[config.mk]
export PLATFORM = sky130hd
export DESIGN_NAME = impulse_scheduler
export DESIGN_NICKNAME = d
export VERILOG_FILES = /design/src/rtl/impulse_scheduler.sv
export SDC_FILE = /design/constraint.sdc
export NUM_CORES = 1
export LEC_CHECK = 0
export CORE_MARGIN = 2
export CORE_UTILIZATION = 57
export DETAILED_ROUTE_END_ITERATION = 12
export DONT_BUFFER_PORTS = 1
export HOLD_SLACK_MARGIN = 0.08
export PLACE_DENSITY = 0.74
export SYNTH_ARGS = -nofsm -noshare
export SYNTH_HDL_FRONTEND = slang
export SYNTH_SLANG_ARGS = --single-unit
[constraint.sdc]
create_clock -name clk -period 1.6 [get_ports clk]
set_input_delay 0.08 -clock clk [delete_from_list [all_inputs] [get_ports clk]]
set_output_delay 0.08 -clock clk [all_outputs]
set_load 0.02 [all_outputs]
[src/rtl/impulse_scheduler.sv]
// impulse_scheduler: round-robin arbiter feeding one shared triangle-impulse force generator
// Optional IMPULSE_SCHED_GAIN_EN adds a per-requester 8-bit gain and one extra output stage.
module impulse_scheduler #(
  parameter int N_REQ      = 4,
  parameter int SIZE_PWR   = 8,
  parameter int MASS_IDX_W = 10
) (
  input  logic                          clk,
  input  logic                          reset,
  input  logic                          sample_tick,
  input  logic [N_REQ-1:0]              req,
  input  logic [N_REQ*MASS_IDX_W-1:0]   req_mass,
  input  logic [N_REQ-1:0]              req_neg,
`ifdef IMPULSE_SCHED_GAIN_EN
  input  logic [N_REQ*8-1:0]            req_gain,
`endif
  input  logic                          abort,
  output logic                          force_valid,
  output logic signed [26:0]            force_out,
  output logic [MASS_IDX_W-1:0]         force_mass,
  output logic                          busy,
  output logic [$clog2(N_REQ)-1:0]      grant_id
);
  localparam int GW = $clog2(N_REQ);
  typedef enum logic [1:0] {IDLE, ARM, PLAY} state_t;
  state_t                  state_q, state_d;
  logic [N_REQ-1:0]        pending_q, pending_d, clr;
  logic [GW-1:0]           last_grant_q, last_grant_d, grant_id_q, grant_id_d, gnt;
  logic [SIZE_PWR-1:0]     count_q, count_d;
  logic [MASS_IDX_W-1:0]   mass_q, mass_d, force_mass_q, force_mass_d, msel;
  logic                    neg_q, neg_d, force_valid_q, force_valid_d, fire, vld, sgn;
  logic signed [26:0]      force_out_q, force_out_d, sm;
  logic [SIZE_PWR-2:0]     tri_v;
  logic [24:0]             mag;
`ifdef IMPULSE_SCHED_GAIN_EN
  logic [7:0]              gain_q, gain_d, pgain_q, pgain_d;
  logic [24:0]             pmag_q, pmag_d;
  logic                    pv_q, pv_d, pneg_q, pneg_d;
  logic [MASS_IDX_W-1:0]   pmass_q, pmass_d;
`endif
  // Rotating priority: the lowest offset after last_grant wins.
  always_comb begin
    gnt = last_grant_q;
    for (int k = N_REQ; k >= 1; k--)
      if (pending_q[(int'(last_grant_q) + k) % N_REQ]) gnt = GW'((int'(last_grant_q) + k) % N_REQ);
  end
  // Falling half of the triangle is the bitwise complement of the count.
  assign tri_v = count_q[SIZE_PWR-1] ? ~count_q[SIZE_PWR-2:0] : count_q[SIZE_PWR-2:0];
  assign mag   = 25'(tri_v) << (26 - SIZE_PWR);
  assign fire  = state_q == PLAY && sample_tick && !abort;
  assign clr   = state_q == ARM ? N_REQ'(1) << gnt : '0;
  always_comb begin
    state_d      = state_q;
    pending_d    = (pending_q & ~clr) | req;
    last_grant_d = last_grant_q;
    grant_id_d   = grant_id_q;
    count_d      = count_q;
    mass_d       = mass_q;
    neg_d        = neg_q;
`ifdef IMPULSE_SCHED_GAIN_EN
    gain_d       = gain_q;
`endif
    case (state_q)
      IDLE: state_d = |pending_q ? ARM : IDLE;
      ARM: begin
        mass_d       = req_mass[int'(gnt)*MASS_IDX_W +: MASS_IDX_W];
        neg_d        = req_neg[gnt];
`ifdef IMPULSE_SCHED_GAIN_EN
        gain_d       = req_gain[int'(gnt)*8 +: 8];
`endif
        grant_id_d   = gnt;
        last_grant_d = gnt;
        count_d      = '0;
        state_d      = PLAY;
      end
      PLAY: begin
        count_d = fire ? count_q + 1'b1 : count_q;
        state_d = abort || (fire && &count_q) ? IDLE : PLAY;
      end
      default: state_d = IDLE;
    endcase
  end
`ifdef IMPULSE_SCHED_GAIN_EN
  // Stage one captures the raw sample; stage two scales it unsigned, then applies the sign.
  always_comb begin
    pv_d    = fire;
    pmag_d  = fire ? mag : '0;
    pneg_d  = fire && neg_q;
    pmass_d = fire ? mass_q : '0;
    pgain_d = fire ? gain_q : '0;
    vld     = pv_q;
    sgn     = pneg_q;
    msel    = pmass_q;
    sm      = 27'(25'((33'(pmag_q) * 33'(pgain_q)) >> 8));
  end
`else
  always_comb begin
    vld  = fire;
    sgn  = neg_q;
    msel = mass_q;
    sm   = 27'(mag);
  end
`endif
  assign force_valid_d = vld;
  assign force_out_d   = vld ? (sgn ? -sm : sm) : '0;
  assign force_mass_d  = vld ? msel : '0;
  always_ff @(posedge clk) begin
    if (reset) begin
      state_q       <= IDLE;
      pending_q     <= '0;
      last_grant_q  <= GW'(N_REQ - 1);
      grant_id_q    <= '0;
      count_q       <= '0;
      mass_q        <= '0;
      neg_q         <= 1'b0;
      force_valid_q <= 1'b0;
      force_out_q   <= '0;
      force_mass_q  <= '0;
`ifdef IMPULSE_SCHED_GAIN_EN
      gain_q        <= '0;
      pv_q          <= 1'b0;
      pmag_q        <= '0;
      pneg_q        <= 1'b0;
      pmass_q       <= '0;
      pgain_q       <= '0;
`endif
    end else begin
      state_q       <= state_d;
      pending_q     <= pending_d;
      last_grant_q  <= last_grant_d;
      grant_id_q    <= grant_id_d;
      count_q       <= count_d;
      mass_q        <= mass_d;
      neg_q         <= neg_d;
      force_valid_q <= force_valid_d;
      force_out_q   <= force_out_d;
      force_mass_q  <= force_mass_d;
`ifdef IMPULSE_SCHED_GAIN_EN
      gain_q        <= gain_d;
      pv_q          <= pv_d;
      pmag_q        <= pmag_d;
      pneg_q        <= pneg_d;
      pmass_q       <= pmass_d;
      pgain_q       <= pgain_d;
`endif
    end
  end
  assign force_valid = force_valid_q;
  assign force_out   = force_out_q;
  assign force_mass  = force_mass_q;
  assign busy        = state_q != IDLE;
  assign grant_id    = grant_id_q;
endmodule

* Word-level counts from Yosys, hierarchy flattened
Index checks and enable logic that the tools add are counted.
Word-level totals: register bits after elaboration 67, logic and storage cells 81, output and inout port bits 41, bits of input ports 52
Cells by class: multiply operators 1, add/sub/neg operators 6, shift operators 2, bitwise gates (word level) 10, equal/unequal tests 3, mux-type cells 26, reductions and logical operators 17, magnitude comparators 5
Operator list (count):
- $shiftx 40x7->10 | 1
- $neg 25->27 | 1
- $mux 25 | 1
- $lt 3x4->1 const B | 4
- $pmux 8 s2 | 1
- $bmux 1 s2 | 5
- $mux 1 | 10
- $mux 2 | 5
- $reduce_or 2->1 | 5
- $add 8x1->8 const B | 1
- $mux 8 | 1
- $reduce_and 8->1 | 1
- $mux 7 | 1
- $not 7->7 | 1
- $pmux 2 s3 | 1
- $mul 2x3->5 const B | 1
- $add 2x1->2 const B | 2
- $add 2x2->2 const B | 2
- $and 1x1->1 const A | 4
- $and 4x4->4 | 1
- $mux 4 | 1
- $not 4->4 | 1
- $or 4x4->4 | 1
- $reduce_bool 2->1 | 2
- other kinds (13) | 16

* Depth between registers and ports, before layout
Gate-level depths: netlist (run 1).
depth in word-level cells 15, mapped depth 7, mapped depth without buffers 5

* Least setup slack after synthesis (run 1)
Ideal clock, no wire load.
kind reg2reg, start register pending_q[0], end register mass_q[3], path buffers 1, stages on the path, launching flop included 7, arrival time 1.467 ns, required time 1.505 ns, setup time 0.095 ns, slack 0.037 ns, period minus slack after synthesis 1.563 ns, cell sequence dfxtp_1 -> or2_2 -> a21boi_0 -> or2_2 -> buf_2 -> nor2_1 -> a221oi_1
On the way: cells in the longest elaborated chain, start to end 9, elaborated cells between the ends (all ways) 18, classes of those cells 1 x mul; 1 x shift; 16 x mux
RTL lines:
- from (decl) | line 27 | logic [N_REQ-1:0] pending_q, pending_d, clr;
- from (signal assigned) | line 129 | pending_q <= pending_d;
- $bmux 1 s2 | line 45 | if (pending_q[(int'(last_grant_q) + k) % N_REQ]) gnt = GW'((int'(last_grant_q) + k) % N_REQ);
- $mux 1 (not written as such) (2 in a row) | line 45
- $mux 2 (3 in a row) | line 45
- $mux 2 (*) | line 45
- $mul 2x3->5 (*) | line 66 | mass_d = req_mass[int'(gnt)*MASS_IDX_W +: MASS_IDX_W];
- $shiftx 40x7->10 (*) | line 66
- to (signal assigned) | line 133 | mass_q <= mass_d;
- to (decl) | line 30 | logic [MASS_IDX_W-1:0] mass_q, mass_d, force_mass_q, force_mass_d, msel;
Mark *: on every way between the ends. The rest lies on a longest branch, timed or not. The select of a mux whose other input is x is not followed. A chain may end at the register's enable or synchronous reset.

* Worst setup path in the final report (run 1)
start register last_grant_q[0], end register mass_q[5]
On the way: cells in the longest elaborated chain, start to end 10, elaborated cells between the ends (all ways) 22, classes of those cells 4 x add/sub; 1 x mul; 1 x shift; 16 x mux
RTL lines:
- from (decl) | line 28 | logic [GW-1:0] last_grant_q, last_grant_d, grant_id_q, grant_id_d, gnt;
- from (signal assigned) | line 111 | last_grant_q <= GW'(N_REQ - 1);
- from (signal assigned) | line 130 | last_grant_q <= last_grant_d;
- $add 2x1->2 | line 45
- $bmux 1 s2 | line 45
- $mux 1 (not written as such) (2 in a row) | line 45
- $mux 2 (3 in a row) | line 45
- $mux 2 (*) | line 45
- $mul 2x3->5 (*) | line 66
- $shiftx 40x7->10 (*) | line 66
Marked as above.

==> results of run 1 <==
registers in the layout, summed over array words and instances, names as in the netlist:
signal        count
mass_q           10
grant_id          2
force_valid       1
force_out         9
last_grant_q      2
state_q           2
neg_q             1
count_q           8
force_mass       10
pending_q         4
worst max-delay path, cell delays in order, from the launching register on:
cell	delay [ns]
dfxtp_4	0.38
nand2b_4	0.16
o21ai_4	0.08
a221oi_4	0.34
buf_12	0.16
buf_12	0.13
mux2i_1	0.09
a221oi_2	0.29
power groups by stage:
stage / logic [mW] / registers (mW) / clock network (mW)
after floorplan: 0.467 / 1.35 / 0
after global placement: 0.552 / 1.36 / 0
after detailed placement: 0.559 / 1.36 / 0
after CTS: 0.767 / 1.34 / 0.935
after global routing: 1.03 / 1.36 / 0.982
final: 0.981 / 1.35 / 0.935
Yosys cell counts (3+ instances only):
| cell type | number | share of area, % |
|---|---|---|
| o21a_1 | 5 | 1.5 |
| o31ai_1 | 8 | 2.4 |
| nand2b_1 | 4 | 1.0 |
| inv_1 | 7 | 1.1 |
| clkbuf_1 | 12 | 1.8 |
| a211oi_1 | 12 | 3.6 |
| o21bai_1 | 6 | 1.8 |
| nor2_1 | 23 | 3.5 |
| nor3_1 | 4 | 0.81 |
| dfxtp_1 | 49 | 39 |
| buf_4 | 18 | 5.4 |
| o21ai_0 | 3 | 0.60 |
| and2_1 | 10 | 2.5 |
| nor2b_1 | 4 | 1.0 |
| nand3_1 | 6 | 1.2 |
| a221oi_1 | 7 | 2.5 |
| a21oi_1 | 14 | 2.8 |
| nor3b_1 | 8 | 2.4 |
| a21boi_0 | 3 | 0.91 |
| nand3b_1 | 6 | 1.8 |
| nand2_1 | 14 | 2.1 |
| or2_2 | 4 | 1.0 |
| xor2_1 | 11 | 3.9 |
| buf_2 | 4 | 0.81 |
| mux2i_1 | 12 | 4.8 |
final timing paths:
kind | from | endpoint | depth (start not counted)
worst max-delay path | last_grant_q[0] | mass_q[5] | 7
worst min-delay path | reset | count_q[2] | 2
worst max register to register | last_grant_q[0] | mass_q[5] | 7
worst min register to register | mass_q[8] | force_mass[8] | 1
layer usage:
metal	wire [um]	share of wire, %	up-vias	global-route usage (%)
met5	0	0	-	0
met4	329	4.3	0	15.4
met3	493	6.4	31	8.80
met2	3890	51	117	47.7
met1	2990	39	1117	30.9
li1	-	-	1061	-
cell type report:
type / instances / area, sq um / area share, %
clock buffer: 6 / 82.6 / 2.38
multi-input combinational: 203 / 1560 / 44.9
clock inverter: 2 / 37.5 / 1.08
tap: 52 / 65.1 / 1.88
sequential: 49 / 993 / 28.7
inverter: 7 / 30.0 / 0.866
timing repair buffer: 70 / 699 / 20.2
repair_timing:
| action | 4_1_cts | 5_1_grt |
|---|---|---|
| setup buffers | 3 | 1 |
| endpoints found under the hold margin | 24 | 0 |
| resized for setup | 16 | 49 |
| pin swaps | 11 | 9 |
| hold buffers | 41 | 0 |
| cloned | 1 | 0 |
| setup endpoints to repair | 14 | 32 |
layout by cell type, fill, tap and decap left out, types with 10 or more instances in the layout:
| cell type | n |
|---|---|
| dlygate4sd3_1 | 40 |
| nand2_1 | 14 |
| xor2_1 | 11 |
| and2_1 | 10 |
| a21oi_1 | 14 |
| nor2_1 | 19 |
| conb_1 | 18 |
| buf_4 | 22 |
| dfxtp_1 | 43 |
cell families (layout without fill, tap and decap cells):
group	count (synthesis)	after routing	share of synthesized area, %
muxes	12	12	4.84
AOI/OAI and AO/OA	68	68	19.8
adders and majority gates	2	2	1.01
buffers and inverters	44	85	10.5
xor gates and xnor gates	13	13	4.58
DFF	49	49	39.5
other	1	18	0.151
and+or+nand+nor	90	90	19.5
==> implementation parameters, run 1 <==
Parameter                              Value

Detailed routing
  WL/cell    19.8 um
  Via density per instance    5.98
  Final routed wirelength across all metal layers    7700 um
  Vias after detailed routing    2,326
  Post-DRT Antenna Nets    0
  Drt first pass iters    4
  Number of remaining DRC errors    0
  Number of DRC markers in iteration 0    162

Critical path
  Worst setup slack for register-to-register paths    -0.13 ns
  Critical path class    flop to flop
  Arrival time at the worst endpoint    1.95 ns
  Critical Path RT    1.82 ns
  Endpoint class of the critical path    flop
  Type of origin of the critical path    flop
  Critical Path Fanout Max    6

Synth
  Flop and latch count out of synthesis    49
  Cell Area, Synth    2480 sq um
  Mean post-synth cell area    8.90 sq um
  Register area share after synthesis    39.5%
  Count of distinct cell types in the synthesized netlist    44
  Main synth FF type    dfxtp_1
  Yosys warning total    0
  Async set-reset flop share out of synthesis    0%
  Number of instances in the synthesized netlist    279
  Count of flip-flops with a built-in enable after synthesis    0

Pwr
  Internal power    2.27 mW
  Relative contribution of the clock network to total power    28.6%
  Power per cell area    942 nW/um^2
  Sequential share of power    41.3%
  Switching Power    1.00 mW
  Switching Fraction    30.6%
  Relative contribution of combinational cells to total power    30.0%
  Post-layout total power    3.27 mW
  Static leakage    1.38 nW
  Worst VDD drop    0.687 mV

Floorplanning
  Placeable core region    4260 sq um
  Total Die Area    4900 sq um
  I/O pin cnt    93
  Die span in x    70.0 um
  Row cnt    24
  Initial cell density of the core    58.2%
  Die H    70.0 um

STA
  Worst Hold Slack    0.0817 ns
  Clk_skew    0.00565 ns
  Final setup violating endpoints    13
  Final count of hold timing violations    0
  Worst-margin pin slew    0.808 ns
  Worst setup margin    -0.129 ns
  Minimum clock period    1.73 ns
  Unrepaired setup endpoints after global routing    true
  Final Max Tran Viols    0
  Relative slew margins    46.1%
  Fmax achieved    578 MHz
  Final setup TNS    -1.19 ns
  Share of the cycle needed by the critical path after routing    108%

Clock tree
  Clock tree from TritonCTS    done
  Number of buffers added by the clock tree synthesis step    5
  Root buffer cell    clkbuf_8
  Maximum clock path buffer count    2
  Clock sink total    49
  Clock transition at the registers of the reported paths    0.09 ns
  Clk_lat worst skew    0.31 ns
  CTS H-Tree Depth    2

Status
  Run status    finished, violations left
  Failing checks    negative setup slack

Layout
  Share of the core filled with cells in the final layout    81.3%
  Diodes inserted    0
  Fraction of layout cells with a size suffix above 1    25.8%
  Synth-to-layout area growth    39.5%
  Total non-filler cell area in the finished layout    3470 sq um
  Filler-free cell count of the finished design    389
  Number of inserted filler cells in the final layout    224
  Net total in the final layout    390

Min path
  Worst hold path type    input pin to flop

Flow run
  Max cap viols    0

Global routing
  Number of global-route vias before repair    2,212
  Aggregate global-route resource usage    28.0%
  First-pass GRT wire length    10,700 um
  Residual overflow from global routing    0
  Antenna violations before repair    0
  Largest net degree at the start of global routing    25

Placed design
  Total of buffers placed on input and output ports    0
  Total half-perimeter wirelength after legalization and detailed placement    3700 um
  Placer's final routability congestion estimate    0.815
  Pre-CTS WS    -0.0834 ns
  Post-Place Cells    335
  Placed cell areas    2570 sq um
Note: power is estimated with default switching activity, not from simulation.
==> inputs of run 2 (changes only) <==
--- a/config.mk
+++ b/config.mk
@@ -5,12 +5,12 @@
 export SDC_FILE = /design/constraint.sdc
 export NUM_CORES = 1
 export LEC_CHECK = 0
-export CORE_MARGIN = 2
 export CORE_UTILIZATION = 57
 export DETAILED_ROUTE_END_ITERATION = 12
 export DONT_BUFFER_PORTS = 1
 export HOLD_SLACK_MARGIN = 0.08
 export PLACE_DENSITY = 0.74
+export SKIP_CTS_REPAIR_TIMING = 1
 export SYNTH_ARGS = -nofsm -noshare
 export SYNTH_HDL_FRONTEND = slang
 export SYNTH_SLANG_ARGS = --single-unit
==> run 2 against run 1 <==
Against the previous run: the run still ends with negative setup slack left; die area shrank 5.6%; sequential cell count stayed put; global-route usage is 6.4 points lower; combinational power shrank 21%; first-iteration DRC count down 49%; sequential power about the same; worst hold slack worse by 0.051 ns; setup slack better by 0.020 ns; critical endpoint is now mass_q[3].
==> implementation parameters, run 2 (same netlist as run 1, synthesis figures left out) <==
Parameter                              Value

Placed design
  Post-Place Cells    334 (-0.30%)
  Pre-CTS WS    -0.107 ns (-0.0237 ns)
  Placer's final routability congestion estimate    0.898 (+10%)
  Total half-perimeter wirelength after legalization and detailed placement    3660 um (-1.0%)
  Total of buffers placed on input and output ports    0 (unchanged)

Layout
  Synth-to-layout area growth    28.3%
  Net total in the final layout    378 (-3.1%)
  Share of the core filled with cells in the final layout    78.0% (-3.3 points)
  Diodes inserted    0 (unchanged)
  Top library cells by usage in the layout, fill and taps aside    44 x dfxtp_1, 31 x dlygate4sd3_1, 23 x buf_4
  Commonest non-fill, non-tap cell in the layout    dfxtp_1
  Number of inserted filler cells in the final layout    263 (+17%)
  Filler-free cell count of the finished design    374 (-3.9%)
  Fraction of layout cells with a size suffix above 1    21.9% (-3.9 points)

Global routing
  Number of global-route vias before repair    1,712 (-23%)
  First-pass GRT wire length    7540 um (-30%)
  Antenna violations before repair    0 (unchanged)
  Residual overflow from global routing    0 (unchanged)
  Aggregate global-route resource usage    21.6% (-6.4 points)
  Largest net degree at the start of global routing    27 (+8.0%)

Pwr
  Switching Fraction    28.9% (-1.8 points)
  Relative contribution of the clock network to total power    28.6% (about the same)
  Sequential share of power    45.3% (+4.0 points)
  Internal power    2.12 mW (-6.5%)
  Worst VDD drop    0.522 mV (-24%)
  Static leakage    1.28 nW (-6.8%)
  Relative contribution of combinational cells to total power    26.1% (-3.9 points)
  Power per cell area    935 nW/um^2 (-0.75%)
  Switching Power    0.860 mW (-14%)

STA
  Share of the cycle needed by the critical path after routing    107% (-1.3 points)
  Final count of hold timing violations    0 (unchanged)
  Fmax achieved    585 MHz (+1.2%)
  Clk_skew    0.00609 ns (+0.000439 ns)
  Final Max Tran Viols    0 (unchanged)
  Relative slew margins    46.5% (+0.38 points)
  Minimum clock period    1.71 ns (-0.0203 ns)
  Worst setup margin    -0.109 ns (+0.0203 ns)
  Unrepaired setup endpoints after global routing    true
  Worst-margin pin slew    0.800 ns (-0.00838 ns)
  Final setup violating endpoints    7 (-6)

Clock tree
  Clock sink total    49 (unchanged)
  Clock tree from TritonCTS    done
  Number of buffers added by the clock tree synthesis step    5 (unchanged)
  CTS H-Tree Depth    2 (unchanged)
  Maximum clock path buffer count    2 (unchanged)
  Clk_lat worst skew    0.30 ns (about the same)
  Root buffer cell    clkbuf_8
  Clock transition at the registers of the reported paths    0.09 ns (about the same)

Status
  Run status    finished, violations left
  Failing checks    negative setup slack

Floorplanning
  Total Die Area    4630 sq um (-5.6%)
  Placeable core region    4090 sq um (-4.2%)
  I/O pin cnt    93 (unchanged)
  Die H    68.0 um (-2.9%)
  Row cnt    23 (-4.2%)
  Initial cell density of the core    60.8% (+2.5 points)
  Die span in x    68.0 um (-2.9%)

Detailed routing
  Final routed wirelength across all metal layers    6150 um (-20%)
  Vias after detailed routing    2,134 (-8.3%)
  Drt first pass iters    4 (unchanged)
  Number of DRC markers in iteration 0    83 (-49%)
  Post-DRT Antenna Nets    0 (unchanged)
  WL/cell    16.4 um (-17%)
  Number of remaining DRC errors    0 (unchanged)
  Via density per instance    5.71 (-4.6%)

Critical path
  Worst setup slack for register-to-register paths    -0.11 ns (+0.02 ns)
  Arrival time at the worst endpoint    1.89 ns (-0.06 ns)
  Startpoint of the worst setup timing path    pending_q[3]
  Destination of the critical timing path    mass_q[3]
  Critical path class    flop to flop
  Critical R2R Launch    pending_q[3]
  Critical Path Fanout Max    5 (-1)
  Endpoint class of the critical path    flop
  Worst reg2reg path depth    7 (unchanged)
  Worst reg2reg path endpoint    mass_q[3]
  Critical Path RT    1.78 ns (-0.04 ns)
  Type of origin of the critical path    flop

Flow run
  Max cap viols    0 (unchanged)

Min path
  Worst hold path type    input pin to flop
run 2: through the flow:
step           cell area (sq um)  hold slack (ns)  setup TNS, ns  power (mW)
2_1_floorplan               2550            0.209              0        1.82
3_3_place_gp                2590            0.156         -0.224        1.92
3_5_place_dp                2590            0.158         -0.586        1.93
4_1_cts                     2690           -0.166         -0.927        2.77
5_1_grt                     3190           0.0616         -0.993        3.10
6_report                    3190           0.0302         -0.405        2.98
run 2: how the worst min path moves through the flow:
stage	start	end	slack, ns	cells past startpoint
after global routing	req_mass[17]	mass_q[7]	0.06	2
after global placement	reset	pending_q[1]	0.16	1
final	req_mass[17]	mass_q[7]	0.03	2
after detailed placement	reset	pending_q[0]	0.16	1
after floorplan	req[0]	pending_q[0]	0.21	2
after CTS	reset	pending_q[0]	-0.17	1
run 2: routing by layer:
layer | GRT usage, % | vias to the layer above | share of wire (%)
li1 | - | 1035 | -
met1 | 27.2 | 992 | 42
met2 | 34.1 | 94 | 48
met3 | 5.83 | 13 | 8.0
met4 | 10.2 | 0 | 2.2
met5 | 0 | - | 0
run 2: area by class of cell:
class                   instances  area, sq um  share of cell area, %
clock inverters                 2         35.0                   1.10
inverters                       7         26.3                  0.825
repair buffers                 58          551                   17.3
multi-input cells             203         1450                   45.5
well taps                      50         62.6                   1.96
clock buffers                   5         68.8                   2.16
flip-flops and latches         49          992                   31.1
run 2: power groups by stage:
| stage | clock network [mW] | logic (mW) | registers (mW) |
|---|---|---|---|
| final | 0.852 | 0.777 | 1.35 |
| after global routing | 0.908 | 0.829 | 1.36 |
| after CTS | 0.869 | 0.561 | 1.34 |
| after detailed placement | 0 | 0.559 | 1.37 |
| after global placement | 0 | 0.553 | 1.37 |
| after floorplan | 0 | 0.467 | 1.35 |
run 2: critical path, stage by stage, from the launching register on:
cell and delay, ns:
dfxtp_4 0.37, nor2b_4 0.12, o21ba_4 0.20, a221oi_4 0.21, buf_6 0.17, clkbuf_16 0.16, mux2i_1 0.24, a221oi_1 0.10
